--- src/rtl/io_pkg.sv ---
// rtl/io_pkg.sv - shared IO register offsets, bit positions and address decode
package io_pkg;

  localparam int unsigned REG_DATA_OFS   = 0;
  localparam int unsigned REG_STATUS_OFS = 1;
  localparam int unsigned REG_CTRL_OFS   = 2;

  localparam int unsigned ST_NOT_EMPTY = 0;
  localparam int unsigned ST_FULL      = 1;
  localparam int unsigned ST_OVERRUN   = 2;
  localparam int unsigned ST_COUNT_LSB = 8;

  localparam int unsigned CTRL_IRQ_EN  = 0;
  localparam int unsigned CTRL_CLR_OVR = 1;
  localparam int unsigned CTRL_FLUSH   = 2;

  typedef enum logic [1:0] {
    SEL_DATA,
    SEL_STATUS,
    SEL_CTRL,
    SEL_NONE
  } reg_sel_e;

  function automatic reg_sel_e decode_adr(input logic [13:0] adr, input logic [13:0] base);
    logic [13:0] ofs;
    ofs = adr - base;
    case (ofs)
      14'(REG_DATA_OFS):   return SEL_DATA;
      14'(REG_STATUS_OFS): return SEL_STATUS;
      14'(REG_CTRL_OFS):   return SEL_CTRL;
      default:             return SEL_NONE;
    endcase
  endfunction

endpackage

--- src/rtl/sync_fifo.sv ---
// rtl/sync_fifo.sv - single-clock FIFO with flush; caller guards push/pop against full/empty
module sync_fifo #(
  parameter int WIDTH = 8,
  parameter int DEPTH = 16,
  localparam int AW = $clog2(DEPTH),
  localparam int CW = $clog2(DEPTH) + 1
) (
  input  logic             clk,
  input  logic             rst_n,
  input  logic             push,
  input  logic [WIDTH-1:0] push_data,
  input  logic             pop,
  input  logic             flush,
  output logic [WIDTH-1:0] pop_data,
  output logic             full,
  output logic             empty,
  output logic [CW-1:0]    count
);

  logic [WIDTH-1:0] mem [DEPTH];
  logic [AW-1:0]    wr_ptr_q, wr_ptr_d, rd_ptr_q, rd_ptr_d, wr_idx;
  logic [CW-1:0]    count_q, count_d;

  // A flush in the same cycle as a push restarts the FIFO with that byte at slot 0.
  always_comb begin
    wr_ptr_d = wr_ptr_q;
    rd_ptr_d = rd_ptr_q;
    count_d  = count_q;
    wr_idx   = wr_ptr_q;
    if (flush) begin
      wr_idx   = '0;
      rd_ptr_d = '0;
      wr_ptr_d = {{(AW-1){1'b0}}, push};
      count_d  = {{(CW-1){1'b0}}, push};
    end else begin
      if (push) wr_ptr_d = wr_ptr_q + 1'b1;
      if (pop)  rd_ptr_d = rd_ptr_q + 1'b1;
      count_d = count_q + CW'(push) - CW'(pop);
    end
  end

  always_ff @(posedge clk or negedge rst_n) begin
    if (!rst_n) begin
      wr_ptr_q <= '0;
      rd_ptr_q <= '0;
      count_q  <= '0;
    end else begin
      wr_ptr_q <= wr_ptr_d;
      rd_ptr_q <= rd_ptr_d;
      count_q  <= count_d;
    end
  end

  always_ff @(posedge clk) begin
    if (push) mem[wr_idx] <= push_data;
  end

  assign pop_data = mem[rd_ptr_q];
  assign full     = (count_q == CW'(DEPTH));
  assign empty    = (count_q == '0);
  assign count    = count_q;

endmodule

--- src/rtl/io_uart_in.sv ---
// rtl/io_uart_in.sv - UART receive FIFO with DATA/STATUS/CTRL registers on the dma_io chain
module io_uart_in
  import io_pkg::*;
#(
  parameter int          FIFO_DEPTH = 16,
  parameter logic [13:0] BASE_ADR   = 14'h0100
) (
  input  logic        clk,
  input  logic        rst_n,
  input  logic        dma_io_we,
  input  logic [15:2] dma_io_wadr,
  input  logic [31:0] dma_io_wdata,
  input  logic [15:2] dma_io_radr,
  input  logic        dma_io_radr_en,
  input  logic [31:0] dma_io_rdata_in,
  output logic [31:0] dma_io_rdata,
  input  logic [7:0]  uart_in_char,
  input  logic        uart_in_we,
  output logic        rx_irq
);

  localparam int CW = $clog2(FIFO_DEPTH) + 1;

  reg_sel_e        wsel, rsel;
  logic            ctrl_wr, flush, clr_ovr, pop, push, full, empty;
  logic [7:0]      head;
  logic [CW-1:0]   count;
  logic            overrun_q, overrun_d, irq_en_q, irq_en_d;
  logic            hit_q, hit_d, rx_irq_q, rx_irq_d;
  logic [31:0]     rdata_q, rdata_d, rd_val, status;
  logic            unused_wdata;

  assign unused_wdata = ^dma_io_wdata[31:3];

  always_comb begin
    wsel    = decode_adr(dma_io_wadr, BASE_ADR);
    rsel    = decode_adr(dma_io_radr, BASE_ADR);
    ctrl_wr = dma_io_we && (wsel == SEL_CTRL);
    flush   = ctrl_wr && dma_io_wdata[CTRL_FLUSH];
    clr_ovr = ctrl_wr && dma_io_wdata[CTRL_CLR_OVR];
    pop     = dma_io_radr_en && (rsel == SEL_DATA) && !empty;
    // A pop or flush in the same cycle frees a slot, so a full FIFO still accepts the byte.
    push    = uart_in_we && (!full || pop || flush);

    overrun_d = (overrun_q && !clr_ovr) || (uart_in_we && !push);
    irq_en_d  = ctrl_wr ? dma_io_wdata[CTRL_IRQ_EN] : irq_en_q;
    rx_irq_d  = irq_en_q && !empty;

    status               = '0;
    status[ST_NOT_EMPTY] = !empty;
    status[ST_FULL]      = full;
    status[ST_OVERRUN]   = overrun_q;
    status[ST_COUNT_LSB +: CW] = count;

    case (rsel)
      SEL_DATA:   rd_val = empty ? 32'h0 : {23'b0, 1'b1, head};
      SEL_STATUS: rd_val = status;
      SEL_CTRL:   rd_val = {31'b0, irq_en_q};
      default:    rd_val = 32'h0;
    endcase

    hit_d   = dma_io_radr_en && (rsel != SEL_NONE);
    rdata_d = dma_io_radr_en ? rd_val : rdata_q;
  end

  always_ff @(posedge clk or negedge rst_n) begin
    if (!rst_n) begin
      overrun_q <= 1'b0;
      irq_en_q  <= 1'b0;
      hit_q     <= 1'b0;
      rdata_q   <= 32'h0;
      rx_irq_q  <= 1'b0;
    end else begin
      overrun_q <= overrun_d;
      irq_en_q  <= irq_en_d;
      hit_q     <= hit_d;
      rdata_q   <= rdata_d;
      rx_irq_q  <= rx_irq_d;
    end
  end

  sync_fifo #(
    .WIDTH (8),
    .DEPTH (FIFO_DEPTH)
  ) u_fifo (
    .clk       (clk),
    .rst_n     (rst_n),
    .push      (push),
    .push_data (uart_in_char),
    .pop       (pop),
    .flush     (flush),
    .pop_data  (head),
    .full      (full),
    .empty     (empty),
    .count     (count)
  );

  assign dma_io_rdata = hit_q ? rdata_q : dma_io_rdata_in;
  assign rx_irq       = rx_irq_q;

endmodule
--- config.mk ---
export PLATFORM = sky130hd
export DESIGN_NAME = io_uart_in
export DESIGN_NICKNAME = d
export VERILOG_FILES = /design/src/rtl/io_pkg.sv /design/src/rtl/sync_fifo.sv /design/src/rtl/io_uart_in.sv
export SDC_FILE = /design/constraint.sdc
export NUM_CORES = 1
export LEC_CHECK = 0
export ABC_AREA = 0
export CORE_ASPECT_RATIO = 0.75
export CORE_UTILIZATION = 55
export DETAILED_ROUTE_END_ITERATION = 6
export PLACE_DENSITY = 0.87
export SYNTH_ARGS = -nofsm -noshare
export SYNTH_HDL_FRONTEND = slang
export SYNTH_HIERARCHICAL = 1
export SYNTH_SLANG_ARGS = --single-unit
--- constraint.sdc ---
create_clock -name clk -period 5.3 [get_ports clk]
set_input_delay 1.325 -clock clk [delete_from_list [all_inputs] [get_ports clk]]
set_output_delay 1.325 -clock clk [all_outputs]
set_load 0.01 [all_outputs]
Word-level counts from Yosys, hierarchy flattened
Memories as Yosys holds them, arrays and structs flattened. Cells that the tools add are included.

Register bits after elaboration: 49. RAM bits: 128. Input bits: 105. Output and inout bits: 33. Word-level logic and storage cells: 60. Memories: 1.

Add/subtract/negate cells: 6. Equality and inequality tests: 9. Multiplexer cells: 13. Reduce and logical (&&, ||, !) cells: 23.

Memories: u_fifo.mem (words 16, width 8, rd ports 1, clocked after Yosys merged registers in 0, write ports 1, RTL line sync_fifo.sv:20) `logic [WIDTH-1:0] mem [DEPTH];`.

Operator list (count): $pmux 13 s3 (1); $mux 32 (1); $eq 14x1->1 const B (2); $eq 14x2->1 const B (2); $logic_not 14->1 (2); $sub 14x9->14 const B (2); $mux 4 (5); $pmux 2 s3 (2); $logic_and 1x1->1 (10); $mux 9 (1); $add 4x1->4 const B (2); $add 5x1->5 (1); $eq 5x5->1 const B (1); $logic_not 5->1 (1); $mux 5 (1); $sub 5x1->5 (1); $eq 2x2->1 const B (2); $logic_not 1->1 (4); $reduce_bool 2->1 (2); $logic_or 1x1->1 (3); $eq 2x1->1 const B (1); $logic_not 2->1 (1); $mux 1 (2); $ne 2x2->1 const B (1).

Logic depth before layout (Yosys ltp)
Word-level depth: 12. Gate-level depth with buffers: 15. Mapped depth without buffers: 14.

Modules after synthesis
Netlist, hierarchy kept.

Modules (own cells, without submodules): sync_fifo (times used 1, cells an instance 295, area an instance 5733.0 µm², sequential area each 4169.0 µm²); io_uart_in (times used 1, cells an instance 100, area an instance 1063.5 µm², sequential area each 425.4 µm²).

Least setup slack after synthesis
OpenSTA, ideal clock, no wires.

Path kind: in2reg. Start point: input dma_io_radr[12] (netlist name). End point: memory u_fifo.mem[2][0] (enable). Library setup time: 0.383 ns. Arrival: 3.451 ns. Data required time: 4.917 ns. Slack: 1.466 ns. Stages: 9. Path buffers: 2. Cells stage by stage: nor4_1 and4_1 buf_6 a211oi_2 nor2b_1 clkbuf_1 nor2b_1 nand3b_1 nor3_1.

Longest elaborated chain between the ends: 11. Elaborated cells on any way between the ends: 13. Those cells by class: add/sub: 1; eq/ne: 2; mux: 3; reduce/logical: 7.

RTL lines: start: declaration (RTL line io_uart_in.sv:13) `input logic [15:2] dma_io_radr,`; $sub 14x9->14 (*) (RTL line io_pkg.sv:26) `ofs = adr - base;`; $eq 14x2->1, or another cell as far along (RTL line io_pkg.sv:27) `case (ofs)`; $pmux 2 s3 (*) (RTL line io_pkg.sv:27); $logic_not 2->1 (*) (RTL line io_uart_in.sv:41) `pop = dma_io_radr_en && (rsel == SEL_DATA) && !empty;`; $logic_and 1x1->1 (*) (2 in a row) (RTL line io_uart_in.sv:41); named net pop (RTL line io_uart_in.sv:25) `logic ctrl_wr, flush, clr_ovr, pop, push, full, empty;`; $logic_or 1x1->1 (*) (2 in a row) (RTL line io_uart_in.sv:43) `push = uart_in_we && (!full || pop || flush);`; $logic_and 1x1->1 (*) (RTL line io_uart_in.sv:43); named net push (RTL line io_uart_in.sv:25); $mux 1 (*) (RTL line sync_fifo.sv:55) `if (push) mem[wr_idx] <= push_data;`; $mux 1 (not written as such) (*) (RTL line sync_fifo.sv:55); end: declaration (RTL line sync_fifo.sv:20).

Mark *: on every way through the listed nets, which the timed path passes. The rest lies on a longest branch.

Final worst setup path
Start point: input dma_io_radr[2] (netlist name). End point: memory u_fifo.mem[1][2] (enable).

Longest elaborated chain between the ends: 11. Elaborated cells on any way between the ends: 13. Those cells by class: add/sub: 1; eq/ne: 2; mux: 3; reduce/logical: 7.

RTL lines (RTL line): $sub 14x9->14 (*) (io_pkg.sv:26); $eq 14x2->1, or another cell as far along (io_pkg.sv:27); $pmux 2 s3 (*) (io_pkg.sv:27); $logic_not 2->1 (*) (io_uart_in.sv:41); $logic_and 1x1->1 (*) (2 in a row) (io_uart_in.sv:41); $logic_or 1x1->1 (*) (2 in a row) (io_uart_in.sv:43); $logic_and 1x1->1 (*) (io_uart_in.sv:43); named net push (io_uart_in.sv:25); $mux 1 (*) (sync_fifo.sv:55); $mux 1 (not written as such) (*) (sync_fifo.sv:55).

Marks and branches as above.

==> results.json <==
{
  "cts.sinks": 158,
  "cts_resized": 0,
  "r2r_slack_ps": 1700,
  "ys_types": 44,
  "io_pins": 138,
  "r2r_cells": 13,
  "placed_area_sq_um": 8090,
  "final_antenna_net_count": 0,
  "cp-start-kind": "input port",
  "grt_pass1_wl_um": 25000,
  "tightest_slew_ps": 1130,
  "synth_top_cell_area_share_pct": 56.6,
  "synth_compound_area_share_pct": 4.77,
  "placement.io_buffers": 108,
  "wirelength_um": 16600,
  "drv_cap": 0,
  "tns_ps": 0,
  "netlist_area_sq_um": 6800,
  "initial_core_util_pct": 57.5,
  "min_path_type": "reg2reg",
  "ys.flop_type": "edfxtp_1",
  "path_clk_slew_ps": 60,
  "layout_setup_ws_ps": 1010,
  "rsz0062_at_grt": "false",
  "endpoint_kind": "register",
  "min_to": "rdata_q[8]",
  "synth-xor-area-share_pct": 1.03,
  "async_flop_share_pct": 19.0,
  "pre_cts_ws_ps": 695,
  "whs_path_depth": 1,
  "detailed_place_hpwl_um": 10700,
  "final-max-slew-violation-count": 0,
  "fin_area_sq_um": 8650,
  "ys_warn_count": 6,
  "vias": 4149,
  "synth_largest_area_cell": "edfxtp_1",
  "synth_edf_count": 128,
  "synth_area_leaders": "edfxtp_1 (57%), dfrtp_1 (11%), mux4_2 (7.0%), mux4_1 (4.3%), mux2_2 (2.5%)",
  "hold_viol": 0,
  "wl_per_cell_um": 23.7,
  "drive_gt1_share_pct": 17.2,
  "gr-total-overflow": 0,
  "synthSimpleGateAreaFrac_pct": 8.01,
  "setup_viol": 0,
  "drcViolationCount": 0,
  "min-delay-start": "rdata_q[8]",
  "critPathRequiredTime_ps": 5420,
  "die_h_um": 98.3,
  "hold_ws_ps": 496,
  "row_count": 34,
  "fmax_ghz": 0.233,
  "skew_ps": 11.5,
  "min_period_ps": 4290,
  "grtUsageTotal_pct": 27.8,
  "die-area_sq_um": 12800,
  "clockBufferDepth": 2,
  "postCtsSetupRepairBufs": 0,
  "r2r_start": "u_fifo/count[2]",
  "r2r_end": "u_fifo/mem[1][2]",
  "muxShareOfSynthArea_pct": 14.0,
  "synth_fp_nets": 509,
  "critPathMaxFanout": 12,
  "status": "complete, no violations",
  "clkLatencyLatePin_ps": 420,
  "nets": 636,
  "powerDensity_nw_per_um2": 377,
  "synth_fa_ha_area_share_pct": 1.77,
  "diodes": 0,
  "cts_htree_levels": 4,
  "numCtsBuffers": 17,
  "synth.avg_cell_area_sq_um": 17.2,
  "slew_headroom_pct": 24.3,
  "holdBufCountCts": 0,
  "place.gp.congestion": 0.758,
  "antenna_found_initial": 0,
  "ir_drop_uv": 326,
  "cellLeakagePower_uw": 0.00307,
  "layout_common_cells": "edfxtp_1 (128), clkdlybuf4s50_1 (108), dfrtp_1 (29)",
  "grt_max_degree": 36,
  "die_w_um": 130,
  "cts_tree": "built",
  "critPathKind": "in2reg",
  "synth_top_family_by_area": "multiplexers",
  "syn_inst": 395,
  "fin_crit_sh_pct": 80.9,
  "avgViaCountPerCell": 5.95,
  "ys_ff_latch": 158,
  "critPathArrivalTime_ps": 4410,
  "cts-root-buf": "clkbuf_16",
  "grt_pass1_vias": 4215,
  "seq_area_frac_synth_pct": 67.6,
  "core_area_sq_um": 11800,
  "final_common_cell": "edfxtp_1",
  "syn_to_final_growth_pct": 27.3,
  "dr.pass1.iters": 5,
  "first_iter_violations": 527
}
## flip-flops by register name, summed over array words and instances (netlist names)
| signal | flops |
|---|---|
| hit_q | 1 |
| irq_en_q | 1 |
| overrun_q | 1 |
| rdata_q | 13 |
| rx_irq | 1 |
| u_fifo/count | 5 |
| u_fifo/mem | 128 |
| u_fifo/rd_ptr_q | 4 |
| u_fifo/wr_ptr_q | 4 |
## worst max-delay path by stage
stage / end / depth (start not counted) / startpoint
after CTS: u_fifo/mem[1][2] / 10 / dma_io_radr[2]
final: u_fifo/mem[1][2] / 10 / dma_io_radr[2]
after floorplan: u_fifo/mem[2][0] / 9 / dma_io_radr[12]
after global placement: u_fifo/mem[3][2] / 10 / dma_io_radr[2]
after detailed placement: u_fifo/mem[3][2] / 10 / dma_io_radr[2]
after global routing: u_fifo/mem[3][0] / 10 / dma_io_radr[2]
## layout make-up
class / count / area (sq um)
well taps: 162 / 203
clock inverters: 13 / 101
multi-input cells: 205 / 2010
clock buffers: 19 / 464
flip-flops and latches: 158 / 4600
fillers: 725 / 3170
inverters: 11 / 41.3
repair buffers: 129 / 1240
## through the flow
stage / utilization [%] / instances / total power [uW]
after CTS: 73.2 / 697 / 3270
after global routing: 73.2 / 697 / 3400
after detailed placement: 68.4 / 665 / 2120
final: 73.2 / 697 / 3260
after global placement: 68.4 / 665 / 2070
after floorplan: - / 395 / 1870
## cell families after synthesis
logic type,count (synthesis)
AOI/OAI and AO/OA,41
xor gates and xnor gates,8
adders and majority gates,9
buffers and inverters,32
DFF,158
muxes,49
and+or+nand+nor,98
## worst max-delay path: stages
cell             delay (ps)
clkdlybuf4s50_1         690
nor4_1                  410
and4_1                  420
a211oi_2                 90
nor2b_1                 150
buf_4                   190
nor2b_1                 280
nand2_1                 140
nor2_1                  450
buf_4                   260
## power breakdown
part           internal (uW)  switching [uW]
Combinational            247             281
Sequential              1500            90.7
Clock                    648             501
## metal layers
| layer | up-vias | part of all wire, % | track usage [%] |
|---|---|---|---|
| li1 | 1829 | - | - |
| met1 | 2092 | 41 | 40.6 |
| met2 | 206 | 49 | 42.7 |
| met3 | 22 | 8.2 | 6.25 |
| met4 | 0 | 1.3 | 7.69 |
| met5 | - | 0 | 0 |
## cell usage after synthesis (2+ instances only)
library cell	count
a21oi_1	4
a22o_1	6
a22oi_1	18
a32o_1	4
and2_1	2
and4_1	3
buf_2	3
buf_6	4
clkbuf_1	9
clkdlybuf4s25_2	3
dfrtp_1	30
edfxtp_1	128
ha_1	8
inv_1	11
mux2_2	15
mux2i_1	2
mux4_1	11
mux4_2	21
nand2_1	13
nand2b_1	3
nand3_1	2
nand3b_1	2
nand4_1	2
nor2_1	26
nor2b_1	25
nor3_1	5
nor3b_1	2
nor4_1	4
nor4b_1	5
o2bb2ai_1	4
xnor2_1	3
xor2_1	5
Power figures use the tool's default switching activity.
